==> src/rtl/seq_mul8.sv <==
// Radix-2 shift-and-add unsigned multiplier: N-bit x N-bit -> exact 2N-bit product.
// Latency: N cycles from the accept edge to out_valid; one operand pair in flight at a time.
// Backpressure: product and out_valid held until out_ready; in_ready only while idle.
module seq_mul8 #(
  parameter int N = 8
) (
  input  logic           clk,
  input  logic           reset_b,
  input  logic           in_valid,
  output logic           in_ready,
  input  logic [N-1:0]   x,
  input  logic [N-1:0]   y,
  output logic           out_valid,
  input  logic           out_ready,
  output logic [2*N-1:0] p,
  output logic           busy
);

  localparam int CW = $clog2(N + 1);

  typedef enum logic [1:0] {
    IDLE = 2'd0,
    BUSY = 2'd1,
    DONE = 2'd2
  } state_t;

  state_t        state;
  state_t        state_nxt;
  logic [N-1:0]  mcand;
  logic [N:0]    acc;
  logic [N-1:0]  mplr;
  logic [CW-1:0] cnt;
  logic [N:0]    sum;
  logic          last_iter;

  // Partial-product add for the current multiplier LSB; acc[N] carries between steps.
  assign sum       = acc + (mplr[0] ? {1'b0, mcand} : '0);
  assign last_iter = (cnt == CW'(N - 1));

  // State register.
  always_ff @(posedge clk) begin
    if (!reset_b) begin
      state <= IDLE;
    end else begin
      state <= state_nxt;
    end
  end

  // Next-state: capture on request, N iterations, hold result until taken.
  always_comb begin
    state_nxt = state;
    case (state)
      IDLE:    if (in_valid)  state_nxt = BUSY;
      BUSY:    if (last_iter) state_nxt = DONE;
      DONE:    if (out_ready) state_nxt = IDLE;
      default: state_nxt = IDLE;
    endcase
  end

  // Handshake and status outputs are pure functions of the state.
  always_comb begin
    in_ready  = 1'b0;
    out_valid = 1'b0;
    busy      = 1'b0;
    case (state)
      IDLE:    in_ready  = 1'b1;
      BUSY:    busy      = 1'b1;
      DONE:    out_valid = 1'b1;
      default: in_ready  = 1'b0;
    endcase
  end

  // Datapath: load operands on accept, then shift {sum, mplr} right once per cycle.
  always_ff @(posedge clk) begin
    if (!reset_b) begin
      mcand <= '0;
      acc   <= '0;
      mplr  <= '0;
      cnt   <= '0;
    end else begin
      case (state)
        IDLE: begin
          if (in_valid) begin
            mcand <= x;
            mplr  <= y;
            acc   <= '0;
            cnt   <= '0;
          end
        end
        BUSY: begin
          acc  <= sum >> 1;
          mplr <= {sum[0], mplr[N-1:1]};
          cnt  <= cnt + CW'(1);
        end
        default: begin
        end
      endcase
    end
  end

  // Final acc[N] is always zero, so the low N bits of acc form the upper product half.
  assign p = {acc[N-1:0], mplr};

endmodule

==> config.mk <==
export PLATFORM = sky130hd
export DESIGN_NAME = seq_mul8
export DESIGN_NICKNAME = d
export VERILOG_FILES = /design/src/rtl/seq_mul8.sv
export SDC_FILE = /design/constraint.sdc
export NUM_CORES = 1
export LEC_CHECK = 0
export ABC_AREA = 1
export CAP_MARGIN = 20
export CORE_MARGIN = 4
export CORE_UTILIZATION = 49
export DETAILED_ROUTE_END_ITERATION = 8
export GPL_TIMING_DRIVEN = 0
export PLACE_DENSITY = 0.77
export SLEW_MARGIN = 40
export SYNTH_ARGS = -nofsm -noshare
export SYNTH_HDL_FRONTEND = slang
export SYNTH_SLANG_ARGS = --single-unit
==> constraint.sdc <==
create_clock -name clk -period 2.3 [get_ports clk]
set_input_delay 0.46 -clock clk [delete_from_list [all_inputs] [get_ports clk]]
set_output_delay 0.46 -clock clk [all_outputs]
set_load 0.02 [all_outputs]
## Word-level counts from Yosys, hierarchy flattened

Index checks and enable logic that the tools add are counted.
Widths: inputs -> output; s select.

- Muxes and demuxes: 14
- Add/sub/neg operators: 2
- Multipliers: 0
- Bitwise logic cells: 0
- Divide/modulo/power cells: 0
- $lt $le $gt $ge: 0
- Equal/unequal tests: 6
- Reduce and logical (&&, ||, !) cells: 5
- Shift-type cells: 0

Operators by type and width:

| cell | number |
|---|---|
| $pmux 9 s2 | 1 |
| $mux 8 | 2 |
| $pmux 8 s2 | 1 |
| $add 9x8->9 | 1 |
| $mux 9 | 1 |
| $pmux 4 s2 | 1 |
| $mux 2 | 3 |
| $ne 2x2->1 const B | 3 |
| $pmux 2 s3 | 1 |
| $add 4x1->4 const B | 1 |
| $eq 4x3->1 const B | 1 |
| $mux 4 | 1 |
| $reduce_and 2->1 | 2 |
| $mux 1 | 3 |
| $reduce_and 3->1 | 1 |
| $eq 2x1->1 const B | 1 |
| $eq 2x2->1 const B | 1 |
| $logic_not 2->1 | 1 |
| $reduce_bool 2->1 | 1 |

- Output and inout bits: 19
- Latch bits: 0
- Memories: 0
- Bits in read-only memories: 0
- Register bits after elaboration: 31
- Word-level logic and storage cells: 32
- Memory bits (writable): 0

## Longest topological paths before layout

Gate-level depths: netlist of the first run.

- Depth in word-level cells: 3
- Mapped depth: 12

## Worst setup path after synthesis of the first run

Ideal clock, no wire load.

- Path type: flip-flop to flip-flop
- Start: register mplr[0]
- End: register acc[3]
- Buffers on the path: 1
- Slack: 389 ps
- Arrival: 1778 ps
- Clock period less this slack: 1911 ps
- Data required time: 2168 ps
- Cell stages (with the launch flop): 11
- Path through: dfxtp_1 > clkbuf_1 > nand2_1 > inv_1 > ha_1 > fa_1 > nand2_1 > nand3_1 > or2_2 > nand2_1 > a21oi_1

- Longest elaborated chain between the ends: 3

RTL lines:

| what | RTL line | text |
|---|---|---|
| start, declared | 31 | `logic [N-1:0] mplr;` |
| start signal, assigned | 85 | `mplr <= y;` |
| start signal, assigned | 92 | `mplr <= {sum[0], mplr[N-1:1]};` |
| $mux 8 | 37 | `assign sum = acc + (mplr[0] ? {1'b0, mcand} : '0);` |
| $add 9x8->9 | 37 |  |
| $pmux 9 s2 | 81 | `case (state)` |
| end signal, assigned | 91 | `acc <= sum >> 1;` |
| end, declared | 30 | `logic [N:0] acc;` |

Every way passes these cells.
A chain may end at the register's enable or synchronous reset.

## Final worst setup path of the first run

- Start: register state[0]
- End: output port busy

- Longest elaborated chain between the ends: 2

RTL lines:

| what | RTL line | text |
|---|---|---|
| start, declared | 27 | `state_t state;` |
| start signal, assigned | 45 | `state <= state_nxt;` |
| $eq 2x1->1 | 65 | `case (state)` |
| $mux 1 | 65 |  |
| end, declared | 16 | `output logic busy` |

Every way passes these cells.

==> run metrics, run 1 <==
most frequent cells in the layout 62 x nand2_1, 37 x clkdlybuf4s50_1, 30 x dfxtp_1; clock latency on the worst-skew pair 0.33 ns; cell count after synthesis 230; I/O Buffers 38; peak supply drop 406 uV; endpoints failing setup 0; WP data arrival 1.73 ns; Mean Syn Cell Area 6.96 um^2; r2r worst-path depth 10; syn_nets 260; number of synthesized flops with an enable pin 0; Final period util 95.2%; Switching Share 30.4%; first-pass GRT wire length 6.47 mm; dpl hpwl 2.72 mm; Synth async-reset ratio 0%; max-slew violations 0; Int Pwr 909 uW; # IOs 39; Critical Path RT 1.84 ns; Worst setup EP type output port; hold crit path type flip-flop to flip-flop; path type of the worst setup path flip-flop to output port; wire per inst 11.4 um; flip-flop and latch count after synthesis 30; Cell Chain, Critical Path nand2_2 -> inv_4 -> buf_2 -> dlygate4sd2_1; Fill cells 276; status finished clean; Vias/cell 4.90; Die Y 65.2 um; Post-layout nets 305; H-tree depth 2; ant diodes 0; TritonCTS Sinks 30; Max Clock Freq 457 MHz; Worst path depth 4; unrepaired setup endpoints after global routing no; die area 0.00425 mm^2; Seq/Total Area, Yosys 37.5%; Post-CTS Setup Bufs 0; initial antenna violation count 0; DRT Wirelength 3.65 mm; Switch Pwr 397 uW; dpl ws 0.202 ns; Max FO, Critical Path 10; share of the synthesized area in the top cell type 37.5%; area delta synth->final 32.0%; Leak Pwr 0.00100 uW; final antenna-violating net count 0; Final Hold Viols 0; hold path depth 2; Synth area leader dfxtp_1; Rel. slew slack 63.5%; Cell Rows 20; largest delay contributor family on the critical path buffers and inverters; Max Root-Sink Buffers 2; GRT Util Overall 19.6%; root cell of the clock tree clkbuf_4; PnR worst setup slack 0.111 ns; Cell Pwr Density 618 mW/mm^2; fraction of layout cells with a size suffix above 1 7.61%; CP startpoint kind flip-flop; CTS tree done; Core Area 0.00308 mm^2; CP max-delay cell dfxtp_1; Worst Path Buf+Inv 3; most common cell after layout, fill and taps aside nand2_1; YS warnings 0; Worst-path clk slew 0.09 ns; min Tclk post-route 2.19 ns; measured slew at the worst slew-check pin 0.548 ns; setup TNS 0 ns; clock share of power 30.5%; number of global-route vias before repair 1496; Seq pwr share 45.2%; synth top area cells dfxtp_1 38%, nand2_1 15%, a21oi_1 7.5%, ha_1 7.0%, o21ai_0 6.3%; pin count of the biggest net entering global routing 11; CTS Buf Count 5; Initial Util 52.0%; slowest stage delay, CP 0.45 ns; Horiz. Die Dim 65.2 um; max-cap violations 0; DR vias 1568; Comb pwr share 24.3%; drt first-iter violations 54; global placement routability congestion 0.807; Synth Flop Type dfxtp_1; first-pass iteration count of the detailed router 4; drt drc 0; Final Skew 0.00274 ns; gr ovfl total 0; Mapped Area 0.00160 mm^2; synth unique cells 23
## cell type report
class / count / area [um^2] / area share [%]
Buffer: 7 / 43.8 / 2.07
Clock buffer: 8 / 78.8 / 3.73
Inverter: 30 / 120 / 5.68
Multi-Input combinational cell: 163 / 837 / 39.6
Sequential cell: 30 / 601 / 28.4
Tap cell: 44 / 55.1 / 2.60
Timing Repair Buffer: 38 / 379 / 17.9
## cells by family (layout without fill, tap and decap cells)
group | Yosys count | count (layout) | synth area share (%)
flops | 30 | 30 | 37.5
fa+ha+maj | 10 | 10 | 8.28
buf+inv | 37 | 83 | 10.2
simple gates | 99 | 99 | 26.6
compound gates | 54 | 54 | 17.4
## power groups by stage
stage	Combinational [uW]	Clock (uW)	Sequential, uW
floorplan	168	0	624
global placement	320	0	602
detailed placement	322	0	602
CTS	322	406	591
global route	355	427	598
finish	317	399	591
## path summary, 6_finish.rpt
path | from | end | slack (ns)
hold / removal | mplr[2] | mplr[2] | 0.47
hold reg to reg | mplr[2] | mplr[2] | 0.47
setup / recovery | state[0] | busy | 0.11
setup reg to reg | mplr[0] | acc[3] | 0.28
## worst register-to-register path: cells and delay by family, from the launching register on
kind / cells / cell delay (ns)
buffers and inverters: 2 / 0.26
and+or+nand+nor: 5 / 0.63
AOI/OAI and AO/OA: 1 / 0.05
DFF: 1 / 0.32
adders and majority gates: 2 / 0.64
## synthesized netlist by cell type, types with 2 or more instances
master	n
ha_1	9
a31oi_1	7
inv_1	26
dfxtp_1	30
a21oi_1	24
nand3_1	11
o21ai_1	3
buf_2	2
nand2_1	62
nor2_1	19
o21ai_0	20
clkbuf_1	3
inv_4	3
buf_6	2
## through the flow
stage | total power [uW] | area [um^2] | util (%) | instances | hold WS (ns)
2_1_floorplan | 791 | 1600 | - | 230 | 0.443
3_3_place_gp | 922 | 2040 | 66.2 | 312 | 0.455
3_5_place_dp | 924 | 2040 | 66.2 | 312 | 0.457
4_1_cts | 1320 | 2110 | 68.7 | 320 | 0.477
5_1_grt | 1380 | 2110 | 68.7 | 320 | 0.509
6_report | 1310 | 2110 | 68.7 | 320 | 0.473
## flip-flops by register name (all words and copies together), names as in the netlist
| name | count |
|---|---|
| cnt | 4 |
| mcand | 8 |
| acc | 8 |
| state | 2 |
| mplr | 8 |
## timing repair
action,4_1_cts,5_1_grt
endpoints found under the setup margin,1,0
resized for setup,1,0
hold buffers,0,0
## per-layer routing
metal | track usage (%) | vias up | routed length [um]
met4 | 8.81 | 0 | 70
met2 | 34.3 | 31 | 1800
met1 | 22.7 | 697 | 1600
met5 | 0 | - | 0
met3 | 4.44 | 8 | 174
li1 | - | 832 | -
(Power assumes the default switching activity.)
==> inputs of run 2 (changes only) <==
Settings changed: CORE_UTILIZATION 49 to 53, PLACE_DENSITY 0.77 to 0.83.
Clock period 2.3 ns to 2.59 ns, I/O delays scaled along.
==> run 2 against run 1 <==
Against the previous run:
- cell count down 4.1%
- critical path type unchanged
- die area down 6.6%
- final area down 1.5%
- largest cell class unchanged
- routed wire length down 1.3%
- critical endpoint unchanged
==> run metrics, run 2 (synthesized netlist as in run 1, its figures left out) <==
status finished clean (unchanged); GRT Util Overall 20.0% (was 19.6%); Final period util 82.2%; CP startpoint kind flip-flop (unchanged); Cell Chain, Critical Path nand2_2 -> inv_4 -> buf_2 -> dlymetal6s2s_1 (was nand2_2 -> inv_4 -> buf_2 -> dlygate4sd2_1); DRT Wirelength 3.60 mm (was 3.65 mm); Post-Place Cells 299 (was 312); Cell Rows 19 (was 20); Largest regs acc (8), mcand (8), mplr (8) (unchanged); most common cell after layout, fill and taps aside nand2_1 (unchanged); Worst setup EP type output port (unchanged); Max Clock Freq 469 MHz; I/O Buffers 38 (unchanged); fraction of layout cells with a size suffix above 1 7.25% (was 7.61%); first-pass iteration count of the detailed router 4 (unchanged); ant diodes 0 (unchanged); endpoints failing setup 0 (unchanged); DR vias 1582 (was 1568); Max Root-Sink Buffers 2 (unchanged); Post-Layout Cell Count 307 (was 320); Cell Pwr Density 530 mW/mm^2 (was 618 mW/mm^2); wire per inst 11.7 um (was 11.4 um); pin count of the biggest net entering global routing 11 (unchanged); Leak Pwr 0.00101 uW (was 0.00100 uW); max-slew violations 0 (unchanged); gr ovfl total 0 (unchanged); most frequent cells in the layout 62 x nand2_1, 37 x clkdlybuf4s50_1, 30 x dfxtp_1 (unchanged); Vias/cell 5.15 (was 4.90); first-pass GRT wire length 6.33 mm (was 6.47 mm); slowest stage delay, CP 0.44 ns (was 0.45 ns); final antenna-violating net count 0 (unchanged); dpl hpwl 2.69 mm (was 2.72 mm); Final Hold Viols 0 (unchanged); Worst Path Buf+Inv 3 (unchanged); path type of the worst setup path flip-flop to output port (unchanged); Critical Path RT 2.07 ns (was 1.84 ns); Die Y 63.0 um (was 65.2 um); # IOs 39 (unchanged); CTS Buf Count 5 (unchanged); Horiz. Die Dim 63.0 um (was 65.2 um); number of global-route vias before repair 1462 (was 1496); CP max-delay cell dfxtp_1 (unchanged); initial antenna violation count 0 (unchanged); Post-CTS Setup Bufs 0 (unchanged); hold path depth 2 (unchanged); Rel. slew slack 68.5% (was 63.5%); peak supply drop 466 uV (was 406 uV); root cell of the clock tree clkbuf_4 (unchanged); unrepaired setup endpoints after global routing no (unchanged); clock latency on the worst-skew pair 0.34 ns (was 0.33 ns); area delta synth->final 30.1% (was 32.0%); drt drc 0 (unchanged); r2r worst-path depth 10 (unchanged); WP data arrival 1.61 ns (was 1.73 ns); max-cap violations 0 (unchanged); setup TNS 0 ns (unchanged); Worst path depth 4 (unchanged); global placement routability congestion 0.884 (was 0.807); largest delay contributor family on the critical path buffers and inverters (unchanged); TritonCTS Sinks 30 (unchanged); Core Area 0.00283 mm^2 (was 0.00308 mm^2); drt first-iter violations 103 (was 54); die area 0.00397 mm^2 (was 0.00425 mm^2); hold_buf cts 0 (unchanged); CTS tree done (unchanged); min Tclk post-route 2.13 ns; Final Skew 0.0149 ns (was 0.00274 ns); H-tree depth 2 (unchanged); Initial Util 56.6% (was 52.0%); Max FO, Critical Path 10 (unchanged); hold crit path type flip-flop to flip-flop (unchanged); Worst-path clk slew 0.08 ns (was 0.09 ns); # resized after CTS 0 (was 1); Post-layout nets 305 (unchanged); measured slew at the worst slew-check pin 0.472 ns (was 0.548 ns)
run 2: tightest hold or removal path, delay by kind of cell (launching register included):
family,cells,cell delay (ns)
DFF,1,0.32
and+or+nand+nor,1,0.06
AOI/OAI and AO/OA,1,0.05
run 2: path summary, 6_finish.rpt:
kind / end / from / slack (ns)
setup / recovery: busy / state[0] / 0.46
hold / removal: cnt[3] / cnt[3] / 0.47
setup reg to reg: acc[3] / mplr[0] / 0.61
hold reg to reg: cnt[3] / cnt[3] / 0.47
run 2: report_power, final:
group          internal [uW]  leakage (uW)  switching, uW
sequential               499      0.000246           26.3
combinational            125      0.000725            158
clock                    131     0.0000353            165
total                    754       0.00101            349
run 2: metrics by stage:
| step | power [uW] | util [%] | setup slack, ns | area [um^2] | hold WS (ns) |
|---|---|---|---|---|---|
| global route | 1170 | 73.6 | 0.347 | 2080 | 0.517 |
| finish | 1100 | 73.6 | 0.460 | 2080 | 0.472 |
| CTS | 1120 | 73.6 | 0.0694 | 2080 | 0.471 |
| floorplan | 703 | - | 0.679 | 1600 | 0.443 |
| global placement | 815 | 71.4 | 0.458 | 2020 | 0.452 |
| detailed placement | 819 | 71.4 | 0.462 | 2020 | 0.456 |
run 2: layer usage:
layer	vias to the layer above	track usage, %	routed length (um)
li1	837	-	-
met1	704	25.6	1750
met2	34	31.9	1640
met3	7	6.12	152
met4	0	6.61	59
met5	-	0	0
run 2: area by class of cell:
type / instances / area (um^2)
clock buffers: 7 / 55.1
flip-flops and latches: 30 / 601
fillers: 256 / 746
well taps: 31 / 38.8
inverters: 30 / 120
clock inverters: 1 / 5.00
multi-input cells: 163 / 837
repair buffers: 38 / 383
plain buffers: 7 / 43.8
==> inputs of run 3 (changes only) <==
Settings changed: CORE_UTILIZATION 53 to 49, PLACE_DENSITY 0.83 to 0.77.
Clock period 2.59 ns to 2.03 ns, I/O delays scaled along.
==> run 3 against run 2 <==
Against the previous run:
- global-route usage down 0.56 points
- register-to-register slack worse by 0.43 ns
- first-iteration DRC count is 65% lower
- critical endpoint unchanged
- largest cell class unchanged
==> run metrics, run 3 (synthesized netlist as in run 1, its figures left out) <==
H-tree depth 2 (unchanged); Switch Pwr 446 uW (was 349 uW); I/O Buffers 38 (unchanged); gr ovfl total 0 (unchanged); Worst Hold Launch mplr[2] (was cnt[3]); slowest stage delay, CP 0.45 ns (was 0.44 ns); Rel. slew slack 63.5% (was 68.5%); Final Hold Viols 0 (unchanged); unrepaired setup endpoints after global routing no (unchanged); Critical Path RT 1.62 ns (was 2.07 ns); clock share of power 30.5% (was 26.8%); most common cell after layout, fill and taps aside nand2_1 (unchanged); Cell Pwr Density 700 mW/mm^2 (was 530 mW/mm^2); Horiz. Die Dim 65.2 um (was 63.0 um); root cell of the clock tree clkbuf_4 (unchanged); WP data arrival 1.52 ns (was 1.61 ns); measured slew at the worst slew-check pin 0.548 ns (was 0.472 ns); Hold EP mplr[2] (was cnt[3]); number of global-route vias before repair 1490 (was 1462); Seq pwr share 45.9% (was 47.5%); Worst-path clk slew 0.10 ns (was 0.08 ns); drt first-iter violations 36 (was 103); wire per inst 11.3 um (was 11.7 um); hold_buf cts 0 (unchanged); # IOs 39 (unchanged); Cell Rows 20 (was 19); Vias/cell 4.94 (was 5.15); Cell Chain, Critical Path nand2_2 -> inv_4 -> dlygate4sd2_1 (was nand2_2 -> inv_4 -> buf_2 -> dlymetal6s2s_1); Initial Util 52.0% (was 56.6%); Leak Pwr 0.000999 uW (was 0.00101 uW); dpl ws -0.0144 ns (was 0.462 ns); max-cap violations 0 (unchanged); Worst setup EP type output port (unchanged); most frequent cells in the layout 62 x nand2_1, 37 x clkdlybuf4s50_1, 29 x dfxtp_1 (was 62 x nand2_1, 37 x clkdlybuf4s50_1, 30 x dfxtp_1); path type of the worst setup path flip-flop to output port (unchanged); fraction of layout cells with a size suffix above 1 7.66% (was 7.25%); Post-Place Cells 312 (was 299); RR Endpoint acc[3] (unchanged); hold path depth 2 (unchanged); Switching Share 30.3% (was 31.6%); dpl hpwl 2.72 mm (was 2.69 mm); CTS Buf Count 5 (unchanged); final antenna-violating net count 0 (unchanged); TritonCTS Sinks 30 (unchanged); DR vias 1572 (was 1582); drt drc 0 (unchanged); Die Y 65.2 um (was 63.0 um); CTS tree done (unchanged); Max Clock Freq 519 MHz; die area 0.00425 mm^2 (was 0.00397 mm^2); endpoints failing setup 0 (unchanged); Final Skew 0.00280 ns (was 0.0149 ns); Final period util 94.9%; status finished clean (unchanged); Post-layout nets 303 (was 305); Int Pwr 1030 uW (was 754 uW); Largest regs acc (8), mcand (8), mplr (8) (unchanged); DRT Wirelength 3.61 mm (was 3.60 mm); ant diodes 0 (unchanged); GRT Util Overall 19.5% (was 20.0%); Max Root-Sink Buffers 2 (unchanged); RR Startpoint mplr[0] (unchanged); CP max-delay cell dfxtp_1 (unchanged); PnR worst setup slack 0.104 ns (was 0.460 ns); Worst Path Buf+Inv 2 (was 3); CP startpoint kind flip-flop (unchanged); Max FO, Critical Path 17 (was 10); Core Area 0.00308 mm^2 (was 0.00283 mm^2); hold crit path type flip-flop to flip-flop (unchanged); min Tclk post-route 1.93 ns; initial antenna violation count 0 (unchanged); peak supply drop 481 uV (was 466 uV); first-pass GRT wire length 6.44 mm (was 6.33 mm); largest delay contributor family on the critical path buffers and inverters (unchanged); area delta synth->final 31.6% (was 30.1%); reg2reg setup slack 0.18 ns (was 0.61 ns); Pwr Total 1470 uW (was 1100 uW); pin count of the biggest net entering global routing 18 (was 11); Post-Layout Cell Count 318 (was 307); global placement routability congestion 0.807 (was 0.884); first-pass iteration count of the detailed router 4 (unchanged); max-slew violations 0 (unchanged); clock latency on the worst-skew pair 0.33 ns (was 0.34 ns); r2r worst-path depth 9 (was 10); fin util 68.5% (was 73.6%); Comb pwr share 23.6% (was 25.6%)
## run 3: stage by stage
step,area [um^2],hold WS (ns),TNS (ns)
4_1_cts,2110,0.477,0
3_3_place_gp,2040,0.455,-0.0262
3_5_place_dp,2040,0.457,-0.0144
2_1_floorplan,1600,0.443,0
5_1_grt,2110,0.509,0
6_report,2110,0.473,0
## run 3: worst max-delay path by stage
stage | from | endpoint | slack (ns) | depth (start not counted)
after floorplan | mplr[0] | acc[3] | 0.12 | 10
after global placement | state[0] | busy | -0.03 | 4
after detailed placement | state[0] | busy | -0.01 | 4
after CTS | mplr[0] | p[0] | 0.04 | 1
after global routing | state[0] | busy | 0.01 | 3
final | state[0] | busy | 0.10 | 3
## run 3: power by group through the flow
stage | Sequential, uW | Combinational [uW] | Clock, uW
2_1_floorplan | 707 | 190 | 0
3_3_place_gp | 682 | 362 | 0
3_5_place_dp | 682 | 364 | 0
4_1_cts | 677 | 354 | 460
5_1_grt | 686 | 389 | 484
6_report | 676 | 348 | 450
## run 3: timing repair
action                     CTS  global route
resized for setup            1             1
setup buffers                0             0
setup endpoints to repair    2             2
## run 3: area by class of cell
class / instances / area [um^2]
Clock buffer: 8 / 78.8
Inverter: 30 / 120
Buffer: 5 / 35.0
Timing Repair Buffer: 38 / 379
Fill cell: 278 / 971
Sequential cell: 30 / 602
Multi-Input combinational cell: 163 / 837
Tap cell: 44 / 55.1
## run 3: routing by layer
metal | share of wire, % | vias to the layer above | track usage (%)
met1 | 44 | 702 | 22.4
met5 | 0 | - | 0
met3 | 5.2 | 7 | 4.27
met4 | 1.3 | 0 | 9.07
li1 | - | 830 | -
met2 | 50 | 33 | 34.0
## run 3: worst register-to-register path: stages, from the launching register on
cell and delay [ns]:
dfxtp_2 0.39, nand2_1 0.09, inv_1 0.04, ha_1 0.20, fa_1 0.44, nand2_1 0.10, nand3_1 0.07, or2_2 0.27
nand2_1 0.07, a21oi_1 0.05
